===== src/rtl/shared_reg_arbiter.sv =====
// shared_reg_arbiter
//   Round-robin arbiter that time-shares one WIDTH-bit register among N_REQ
//   requesters. A winner is picked in IDLE, granted for one cycle, and its
//   data word is loaded into the shared register. The word is then published
//   with q_valid for HOLD_CYCLES cycles before the next arbitration.
//
// Ports:
//   clk      system clock, rising edge
//   rstn     asynchronous active-low reset
//   req      per-requester request level
//   d_in     per-requester data; requester i drives d_in[i*WIDTH +: WIDTH]
//   gnt      registered one-hot grant (high during GRANT)
//   q        shared register contents
//   q_valid  high during the hold window after a load
//   owner    index of the requester whose word is in q
//   busy     high whenever the FSM is not in IDLE
module shared_reg_arbiter #(
  parameter int N_REQ       = 4,
  parameter int WIDTH       = 8,
  parameter int HOLD_CYCLES = 2
) (
  input  logic                     clk,
  input  logic                     rstn,
  input  logic [N_REQ-1:0]         req,
  input  logic [N_REQ*WIDTH-1:0]   d_in,
  output logic [N_REQ-1:0]         gnt,
  output logic [WIDTH-1:0]         q,
  output logic                     q_valid,
  output logic [$clog2(N_REQ)-1:0] owner,
  output logic                     busy
);

  localparam int PW = $clog2(N_REQ);

  typedef enum logic [1:0] {
    IDLE  = 2'd0,
    GRANT = 2'd1,
    HOLD  = 2'd2
  } state_t;

  state_t           state_q, state_d;
  logic [PW-1:0]    ptr_q, ptr_d;
  logic [PW-1:0]    sel_q, sel_d;
  logic [3:0]       cnt_q, cnt_d;
  logic [N_REQ-1:0] gnt_q, gnt_d;
  logic [WIDTH-1:0] q_q, q_d;
  logic             q_valid_q, q_valid_d;
  logic [PW-1:0]    owner_q, owner_d;
  logic             busy_q, busy_d;

  // Per-requester view of the flat data bus.
  logic [WIDTH-1:0] slice [N_REQ];

  for (genvar gi = 0; gi < N_REQ; gi++) begin : g_slice
    assign slice[gi] = d_in[gi*WIDTH +: WIDTH];
  end

  // Round-robin search: scan req starting at ptr, wrapping modulo N_REQ.
  // idx carries one extra bit so the wrap works for non-power-of-two N_REQ.
  logic [PW-1:0] win;
  logic          win_found;
  logic [PW:0]   idx;

  always_comb begin
    win       = '0;
    win_found = 1'b0;
    idx       = '0;
    for (int k = 0; k < N_REQ; k++) begin
      idx = {1'b0, ptr_q} + (PW+1)'(k);
      if (idx >= (PW+1)'(N_REQ)) begin
        idx = idx - (PW+1)'(N_REQ);
      end
      if (!win_found && req[idx[PW-1:0]]) begin
        win       = idx[PW-1:0];
        win_found = 1'b1;
      end
    end
  end

  always_comb begin
    state_d   = state_q;
    ptr_d     = ptr_q;
    sel_d     = sel_q;
    cnt_d     = cnt_q;
    gnt_d     = gnt_q;
    q_d       = q_q;
    q_valid_d = q_valid_q;
    owner_d   = owner_q;

    case (state_q)
      IDLE: begin
        if (win_found) begin
          sel_d        = win;
          gnt_d        = '0;
          gnt_d[win]   = 1'b1;
          state_d      = GRANT;
        end
      end
      GRANT: begin
        // The load happens on the edge leaving GRANT, so the data slice is
        // sampled one cycle after the arbitration decision.
        q_d       = slice[sel_q];
        owner_d   = sel_q;
        q_valid_d = 1'b1;
        gnt_d     = '0;
        ptr_d     = (sel_q == PW'(N_REQ-1)) ? '0 : sel_q + 1'b1;
        cnt_d     = 4'(HOLD_CYCLES-1);
        state_d   = HOLD;
      end
      HOLD: begin
        if (cnt_q == 4'd0) begin
          q_valid_d = 1'b0;
          state_d   = IDLE;
        end else begin
          cnt_d = cnt_q - 4'd1;
        end
      end
      default: begin
        gnt_d     = '0;
        q_valid_d = 1'b0;
        state_d   = IDLE;
      end
    endcase

    busy_d = (state_d != IDLE);
  end

  always_ff @(posedge clk or negedge rstn) begin
    if (!rstn) begin
      state_q   <= IDLE;
      ptr_q     <= '0;
      sel_q     <= '0;
      cnt_q     <= '0;
      gnt_q     <= '0;
      q_q       <= '0;
      q_valid_q <= 1'b0;
      owner_q   <= '0;
      busy_q    <= 1'b0;
    end else begin
      state_q   <= state_d;
      ptr_q     <= ptr_d;
      sel_q     <= sel_d;
      cnt_q     <= cnt_d;
      gnt_q     <= gnt_d;
      q_q       <= q_d;
      q_valid_q <= q_valid_d;
      owner_q   <= owner_d;
      busy_q    <= busy_d;
    end
  end

  assign gnt     = gnt_q;
  assign q       = q_q;
  assign q_valid = q_valid_q;
  assign owner   = owner_q;
  assign busy    = busy_q;

endmodule


===== config.mk =====
export PLATFORM = sky130hd
export DESIGN_NAME = shared_reg_arbiter
export DESIGN_NICKNAME = d
export VERILOG_FILES = /design/src/rtl/shared_reg_arbiter.sv
export SDC_FILE = /design/constraint.sdc
export NUM_CORES = 1
export LEC_CHECK = 0
export CORE_MARGIN = 10
export CORE_UTILIZATION = 43
export CTS_CLUSTER_DIAMETER = 120
export DETAILED_ROUTE_END_ITERATION = 8
export GPL_ROUTABILITY_DRIVEN = 1
export MAX_ROUTING_LAYER = met4
export PLACE_DENSITY = 0.79
export SLEW_MARGIN = 20
export SYNTH_ARGS = -nofsm -noshare
export SYNTH_HDL_FRONTEND = slang
export SYNTH_SLANG_ARGS = --single-unit

===== constraint.sdc =====
create_clock -name clk -period 1.45 [get_ports clk]
set_input_delay 0.145 -clock clk [delete_from_list [all_inputs] [get_ports clk]]
set_output_delay 0.145 -clock clk [all_outputs]
set_load 0.03 [all_outputs]

* Word level (Yosys, flattened, before mapping)
Index checks and enable logic that the tools add are counted.
** Word-level totals
- ROM bits :: 0
- Memories kept :: 0
- Register bits after elaboration :: 26
- Memory bits (writable) :: 0
- Latch bits :: 0
- Output and inout port bits :: 16
** Cells by class
- Bitwise operators :: 3
- Mux-type cells :: 35
- Multipliers :: 0
- Reductions and logical operators :: 15
- Div/mod/pow operators :: 0
- Shift operators :: 0
- $lt $le $gt $ge :: 11
- Equality and inequality tests :: 6
- Add/sub/neg operators :: 9
** Operators with widths (count)
- two-way mux 2 bit :: 11
- binary-select mux 8 bit (select 2 bit) :: 1
- two-way mux 8 bit :: 2
- case mux 4 bit (2 select lines) :: 2
- < comparator 2 x 3 -> 1 bit (second input constant) :: 5
- >= comparator 3 bit (second input constant) :: 4
- two-way mux 1 bit :: 10
- binary-select mux 1 bit (select 2 bit) :: 4
- two-way mux 4 bit :: 2
- AND reduction 2 bit :: 4
- subtractor 2 x 1 -> 2 bit (second input constant) :: 4
- adder 2 x 2 -> 3 bit (second input constant) :: 2
- != test 2 bit (second input constant) :: 3
- case mux 2 bit (3 select lines) :: 1
- == test 2 bit (second input constant) :: 2
- logical AND 1 bit :: 4
- logical NOT 4 bit :: 1
- nonzero test 2 bit :: 2
- subtractor 4 x 1 -> 4 bit (second input constant) :: 1
- adder 2 x 1 -> 3 bit (second input constant) :: 1
- >= comparator 2 x 3 -> 1 bit (second input constant) :: 1
- logical NOT 1 bit :: 3
- NOT 2 -> 3 bit :: 1
- case mux 1 bit (3 select lines) :: 1
- other kinds (6) :: 7

* Depth between registers and ports, before layout
Gate-level depths: netlist of the first run.
- Depth in word-level cells :: 20
- Depth in mapped cells :: 6

* Worst setup path after synthesis of the first run
No wires, ideal clock.
- Path kind :: reg2reg
- Start point :: register sel_q[0]
- End point :: register q_q[0] (netlist: q[0])
- Arrival :: 1.175 ns
- Cell stages (with the launch flop) :: 5
- Setup time :: 0.117 ns
- Clock period less this slack :: 1.292 ns
- Required time :: 1.333 ns
- Path slack :: 0.158 ns
- Cells stage by stage :: dfrtp_1 -> buf_4 -> mux4_2 -> nand2_1 -> nand2_1
** Between the ends
- Cells in the longest elaborated chain, start to end :: 4
** RTL lines
- start, declared :: RTL line 43 : logic [PW-1:0] sel_q, sel_d;
- start signal, assigned :: RTL line 142 : sel_q <= sel_d;
- NOT 2 -> 3 bit (not written as such) :: RTL line 102 : q_d = slice[sel_q];
- binary-select mux 8 bit (select 2 bit) :: RTL line 102
- two-way mux 8 bit (not written as such) (2 in a row) :: RTL line 102
- end signal, assigned :: RTL line 145 : q_q <= q_d;
- end, declared :: RTL line 46 : logic [WIDTH-1:0] q_q, q_d;
No other way between the ends. The select of a mux whose other input is x is not followed.
A chain may end at the register's enable or synchronous reset.

* Worst setup path after layout of the first run
- Start point :: register cnt_q[0]
- End point :: register cnt_q[2]
** Between the ends
- Cells in the longest elaborated chain, start to end :: 3
** RTL lines
- start, declared :: RTL line 44 : logic [3:0] cnt_q, cnt_d;
- start signal, assigned :: RTL line 143 : cnt_q <= cnt_d;
- subtractor 4 x 1 -> 4 bit / logical NOT 4 bit (equally long branches) :: RTL line 115, 111
- two-way mux 4 bit / != test 2 bit (equally long branches)
- case mux 4 bit (2 select lines) / AND reduction 2 bit (equally long branches)
Several ways; a longest one is shown, not always the timed one. The select of a mux whose other input is x is not followed.

==> flow_metrics.tcl, run 1 <==
set metrics [dict create \
    ant_nets 0 \
    post-dp-hpwl_mm 3.04 \
    track_usage_pct 13.7 \
    antenna_found_initial 0 \
    finalHoldViolCount 0 \
    cts_buffers 3 \
    crit_type "flip-flop to flip-flop" \
    place_congestion 0.741 \
    vias 1209 \
    yosysSeqAreaShare_pct 47.0 \
    grt_pass1_wl_mm 6.50 \
    drv_cap 0 \
    ioPinCount 54 \
    synth.ff_latch_count 26 \
    syn-instance-count 123 \
    core-area_um2 3080 \
    ctsLongestPathBuffers 2 \
    place_area_um2 2020 \
    synth.distinct_cells 35 \
    first_global_vias 1315 \
    initial_core_util_pct 45.0 \
    finalSetupViolCount 0 \
    antenna-diode-count 0 \
    crit_chain "inv_2, ha_2, nor3b_4, buf_12, o21ai_4, o31a_1, mux2i_1" \
    path_clk_slew_ns 0.14 \
    maxSlewViolCount 0 \
    drt_wl_total_mm 3.88 \
    max_slew_margin_pct 72.5 \
    tightest_slew_ns 0.413 \
    htree_levels 1 \
    final_area_um2 2150 \
    finClkSkew_ns 0.00950 \
    drive_above_1_share_pct 22.5 \
    synth_nets 164 \
    row_count 20 \
    rsz0062_at_grt "true" \
    cellPowerDensity_nw_per_um2 2050 \
    critPathRequiredTime_ns 1.66 \
    die_h_um 76.8 \
    slowest_delay_ns 0.40 \
    routed_via_density 5.14 \
    drc 0 \
    grt_max_degree 27 \
    cts_tree "yes" \
    drt_iter0_drc 44 \
    leakagePower_nw 0.974 \
    n_fill_cell 246 \
    fp.dieArea_um2 5890 \
    avgRoutedWirePerCell_um 16.5 \
    critPathArrivalTime_ns 1.64 \
    synth_area_um2 1390 \
    hold_slack_ns 0.174 \
    finalCritPeriodShare_pct 98.3 \
    ir_drop_mv 0.998 \
    cp-start-kind "flip-flop" \
    critPathSlowestCell "dfrtp_1" \
    status "finished, final reports clean" \
    layout.nets 233 \
    min_path_type "input pin to async pin" \
    finalSetupTns_ns 0 \
    fp.dieW_um 76.8 \
    cts_num_sinks 26 \
    area_growth_pct 55.4 \
    fmax_mhz 702 \
    ys_warn_count 0 \
    io_buffers 53 \
    finalPower_w 0.00442 \
    clk_latency_ns 0.32 \
    crit_fanout 6 \
    dr.pass1.iters 4 \
    crit_path_end_kind "flip-flop" \
    grt_overflow 0 \
    finalCriticalPeriod_ns 1.42 \
    ctsRootBufferMaster "clkbuf_4" \
    avgSynthCellArea_um2 11.3 \
]
-- timing repair --
item,CTS,global route
resized for setup,17,8
endpoints found under the setup margin,18,7
hold buffers,0,0
buffers inserted,1,7
pin swaps,0,1
-- power by group --
group | switching, W | leakage, nW | internal, W | total, W
combinational | 0.00136 | 0.624 | 0.00122 | 0.00257
clock | 0.000214 | 0.0279 | 0.000280 | 0.000493
sequential | 0.000297 | 0.322 | 0.00106 | 0.00135
-- synth_stat cells, drive strengths merged --
library cell  number  share of area, %
a21o               1              0.63
nor4               1               1.5
a21boi             2               1.4
o31ai              1              0.54
clkbuf             1              0.27
inv                3              0.81
a31oi              1              0.45
ha                 3               2.7
or2b               1              0.54
mux2i              3               2.2
buf                4               1.8
xnor2              1              0.63
a21oi              1              0.36
nand2b             3               1.5
a31o               1              0.63
o22a               1              0.63
nor2               5               1.4
dfrtp             26                47
and2b              1              0.54
o21ai              3               1.4
nor2b              2              0.90
or3                1              0.45
a32o               4               2.9
nor3b              1              0.90
o31a               1              0.63
o22ai              3               1.4
nand2             37                10
mux4               8                13
mux2               1               1.1
nor3               2               1.9
-- final cells by class --
| type | count | area, µm² | share of cell area [%] |
|---|---|---|---|
| multi-input cells | 89 | 726 | 33.7 |
| repair buffers | 69 | 656 | 30.5 |
| flip-flops and latches | 26 | 652 | 30.3 |
| well taps | 44 | 55.1 | 2.56 |
| clock inverters | 1 | 30.0 | 1.40 |
| clock buffers | 3 | 22.5 | 1.05 |
| inverters | 3 | 11.3 | 0.523 |
-- flip-flops by register name (all words and copies together), names as in the netlist, 2 cells and up --
name	cells
sel_q	2
cnt_q	4
owner	2
q	8
ptr_q	2
gnt	4
state_q	2
-- layout by cell type (no fill, tap or decap), types with 2 or more instances in the layout --
cell type,Yosys,final
o22ai_1,3,3
mux2i_1,3,3
clkdlybuf4s50_1,0,37
clkbuf_4,0,3
nor2b_1,2,2
a32o_1,4,4
buf_12,0,2
inv_2,0,2
nor2_1,5,4
ha_1,3,2
dfrtp_1,26,25
nor3_4,1,2
mux4_2,8,8
buf_4,2,14
nand2b_1,2,2
nand2_1,37,37
dlygate4sd2_1,0,16
o21ai_0,2,2
-- cells by family after synthesis --
kind of cell / synth area share (%)
and+or+nand+nor: 19.7
AOI/OAI and AO/OA: 10.8
buffers and inverters: 2.89
adders and majority gates: 2.71
muxes: 16.3
DFF: 47.0
xor gates and xnor gates: 0.632
-- routing by layer --
metal | GRT usage [%] | up-vias | part of all wire (%)
li1 | - | 574 | -
met1 | 15.3 | 588 | 40
met2 | 23.2 | 43 | 53
met3 | 5.13 | 4 | 6.4
met4 | 2.23 | 0 | 0.57
met5 | - | - | 0
-- final timing paths --
path                       slack (ns)                   end            startpoint  depth (start not counted)
setup / recovery                 0.03  cnt_q[2]$_DFFE_PN0P_  cnt_q[0]$_DFFE_PN0P_                          7
hold / removal                   0.17  state_q[0]$_DFF_PN0_                  rstn                          2
setup reg to reg                 0.03  cnt_q[2]$_DFFE_PN0P_  cnt_q[0]$_DFFE_PN0P_                          7
hold reg to reg                  0.49      q[3]$_DFFE_PN0P_      q[3]$_DFFE_PN0P_                          2
max in group asynchronous        1.00  ptr_q[1]$_DFFE_PN0P_                  rstn                          2
min in group clk                 0.49      q[3]$_DFFE_PN0P_      q[3]$_DFFE_PN0P_                          2
-- stage by stage --
step	worst slack (ns)	util, %	std cells
6_report	0.0253	69.9	235
3_5_place_dp	-0.229	65.7	224
4_1_cts	0.0135	67.1	229
3_3_place_gp	-0.102	65.7	224
2_1_floorplan	0.158	-	123
5_1_grt	-0.0211	69.9	235
-- critical path, delay by kind of cell (launching register included) --
kind / cells / cell delay [ns]
flops: 1 / 0.40
compound gates: 2 / 0.33
buf+inv: 2 / 0.19
fa+ha+maj: 1 / 0.17
simple gates: 1 / 0.15
mux: 1 / 0.08
No activity file was read; power rests on OpenSTA's default activity.
==> inputs of run 2 (changes only) <==
--- a/config.mk
+++ b/config.mk
@@ -6,12 +6,13 @@
 export NUM_CORES = 1
 export LEC_CHECK = 0
 export CORE_MARGIN = 10
-export CORE_UTILIZATION = 43
+export CORE_UTILIZATION = 39
 export CTS_CLUSTER_DIAMETER = 120
 export DETAILED_ROUTE_END_ITERATION = 8
-export GPL_ROUTABILITY_DRIVEN = 1
+export GPL_ROUTABILITY_DRIVEN = 0
 export MAX_ROUTING_LAYER = met4
-export PLACE_DENSITY = 0.79
+export PLACE_DENSITY = 0.76
+export SKIP_LAST_GASP = 1
 export SLEW_MARGIN = 20
 export SYNTH_ARGS = -nofsm -noshare
 export SYNTH_HDL_FRONTEND = slang
==> constraint.sdc (replaced) <==
create_clock -name clk -period 1.21 [get_ports clk]
set_input_delay 0.121 -clock clk [delete_from_list [all_inputs] [get_ports clk]]
set_output_delay 0.121 -clock clk [all_outputs]
set_load 0.03 [all_outputs]
==> flow_metrics.tcl, run 2 (synthesized netlist as in run 1, its figures left out) <==
set metrics [dict create \
    cts_num_sinks 26 \
    ant_nets 0 \
    initial_core_util_pct 40.9 \
    fmax_mhz 722 \
    drt_iter0_drc 68 \
    cellPowerDensity_nw_per_um2 2420 \
    finalCriticalPeriod_ns 1.38 \
    violations "setup timing" \
    critPathArrivalTime_ns 1.60 \
    crit_family "simple AND/OR/NAND/NOR gates" \
    finalSetupTns_ns -1.84 \
    area_growth_pct 63.9 \
    maxSlewViolCount 0 \
    ir_drop_mv 1.34 \
    vias 1267 \
    drc 0 \
    leakagePower_nw 1.04 \
    fp.dieW_um 79.6 \
    drv_cap 0 \
    cts_buffers 3 \
    finalCritPeriodShare_pct 114 \
    clk_latency_ns 0.31 \
    ctsLongestPathBuffers 2 \
    grt_pass1_wl_mm 6.66 \
    setup_slack_ns -0.175 \
    fin_util_pct 67.0 \
    hold_slack_ns 0.156 \
    io_buffers 53 \
    antenna-diode-count 0 \
    critPathRequiredTime_ns 1.42 \
    crit_type "flip-flop to flip-flop" \
    n_fill_cell 259 \
    placedCellCount 240 \
    finalSetupViolCount 21 \
    grt_overflow 0 \
    cp-start-kind "flip-flop" \
    routed_via_density 5.05 \
    path_buf_inv 1 \
    max_slew_margin_pct 67.9 \
    finalHoldViolCount 0 \
    track_usage_pct 13.5 \
    grt_max_degree 27 \
    tightest_slew_ns 0.482 \
    first_global_vias 1380 \
    grt_busiest_layer "met2" \
    min_path_type "input pin to async pin" \
    gr-usage-met3_pct 1.69 \
    critPathSlowestCell "dfrtp_1" \
    htree_levels 1 \
    ctsRootBufferMaster "clkbuf_4" \
    mostFrequentLayoutCell "nand2_1" \
    largest_reg_flops 8 \
    finalPower_w 0.00549 \
    slowest_delay_ns 0.42 \
    dr.pass1.iters 4 \
    fp.dieArea_um2 6340 \
    status "complete, but fails checks" \
    rsz0062_at_grt "true" \
    crit_fanout 2 \
    layout.nets 248 \
    avgRoutedWirePerCell_um 17.0 \
    die_h_um 79.6 \
    met1_usage_pct 12.8 \
    core-area_um2 3390 \
    crit_chain "buf_4, or3_4, nor3_2, xnor2_1, nor2_1" \
    met2_usage_pct 26.9 \
    most-common-layout-cells "nand2_1 (36), clkdlybuf4s50_1 (35), buf_4 (28), dfrtp_1 (24), clkbuf_2 (12)" \
    cts_hold_buf 0 \
    cts_tree "yes" \
    ioPinCount 54 \
    path_clk_slew_ns 0.14 \
    antenna_found_initial 0 \
    instances_no_fill 251 \
    post-dp-hpwl_mm 3.40 \
    drive_above_1_share_pct 40.5 \
    finClkSkew_ns 0.00777 \
    crit_path_end_kind "flip-flop" \
    row_count 21 \
    drt_wl_total_mm 4.28 \
]
run 2: cell count changes in the layout (fill, tap and decap cells not counted), moves of 3 or more:
cell,delta
buf_4,+14
clkbuf_2,+12
dlygate4sd2_1,-16
buf_6,+4
o22ai_1,-3
run 2: timing repair:
action | in CTS | in global routing
pin swaps | 7 | 3
endpoints found under the hold margin | 0 | 0
resized for setup | 44 | 22
endpoints found under the setup margin | 35 | 35
buffers inserted | 8 | 0
run 2: worst paths after layout:
check | start | end | slack [ns] | cells after the start
max | cnt_q[0]$_DFFE_PN0P_ | cnt_q[3]$_DFFE_PN0P_ | -0.17 | 5
min | rstn | cnt_q[0]$_DFFE_PN0P_ | 0.16 | 2
max reg2reg | cnt_q[0]$_DFFE_PN0P_ | cnt_q[3]$_DFFE_PN0P_ | -0.17 | 5
min reg2reg | q[5]$_DFFE_PN0P_ | q[5]$_DFFE_PN0P_ | 0.50 | 2
max in group asynchronous | rstn | ptr_q[1]$_DFFE_PN0P_ | 0.78 | 2
min in group clk | req[3] | busy$_DFF_PN0_ | 0.38 | 4
run 2: final cells by class:
| type | count | area [µm²] | area share (%) |
|---|---|---|---|
| clock buffers | 3 | 22.5 | 0.992 |
| inverters | 3 | 11.3 | 0.496 |
| multi-input cells | 89 | 792 | 34.9 |
| flip-flops and latches | 26 | 653 | 28.8 |
| well taps | 46 | 57.6 | 2.54 |
| repair buffers | 84 | 733 | 32.3 |
run 2: through the flow:
step,worst slack [ns],instance area (µm²)
6_report,-0.175,2270
5_1_grt,-0.273,2270
4_1_cts,-0.185,2280
3_5_place_dp,-0.395,2140
3_3_place_gp,-0.334,2140
2_1_floorplan,-0.0426,1410
run 2: power by group:
group	leakage [nW]	internal, W	switching, W
Combinational	0.702	0.00175	0.00174
Sequential	0.321	0.00127	0.000368
Clock	0.0138	0.000116	0.000243
Total	1.04	0.00314	0.00235
run 2: routing by layer:
layer | routed length (µm) | up-vias
met3 | 81 | 4
li1 | - | 606
met1 | 1580 | 632
met4 | 47 | 0
met2 | 2560 | 25
met5 | 0 | -
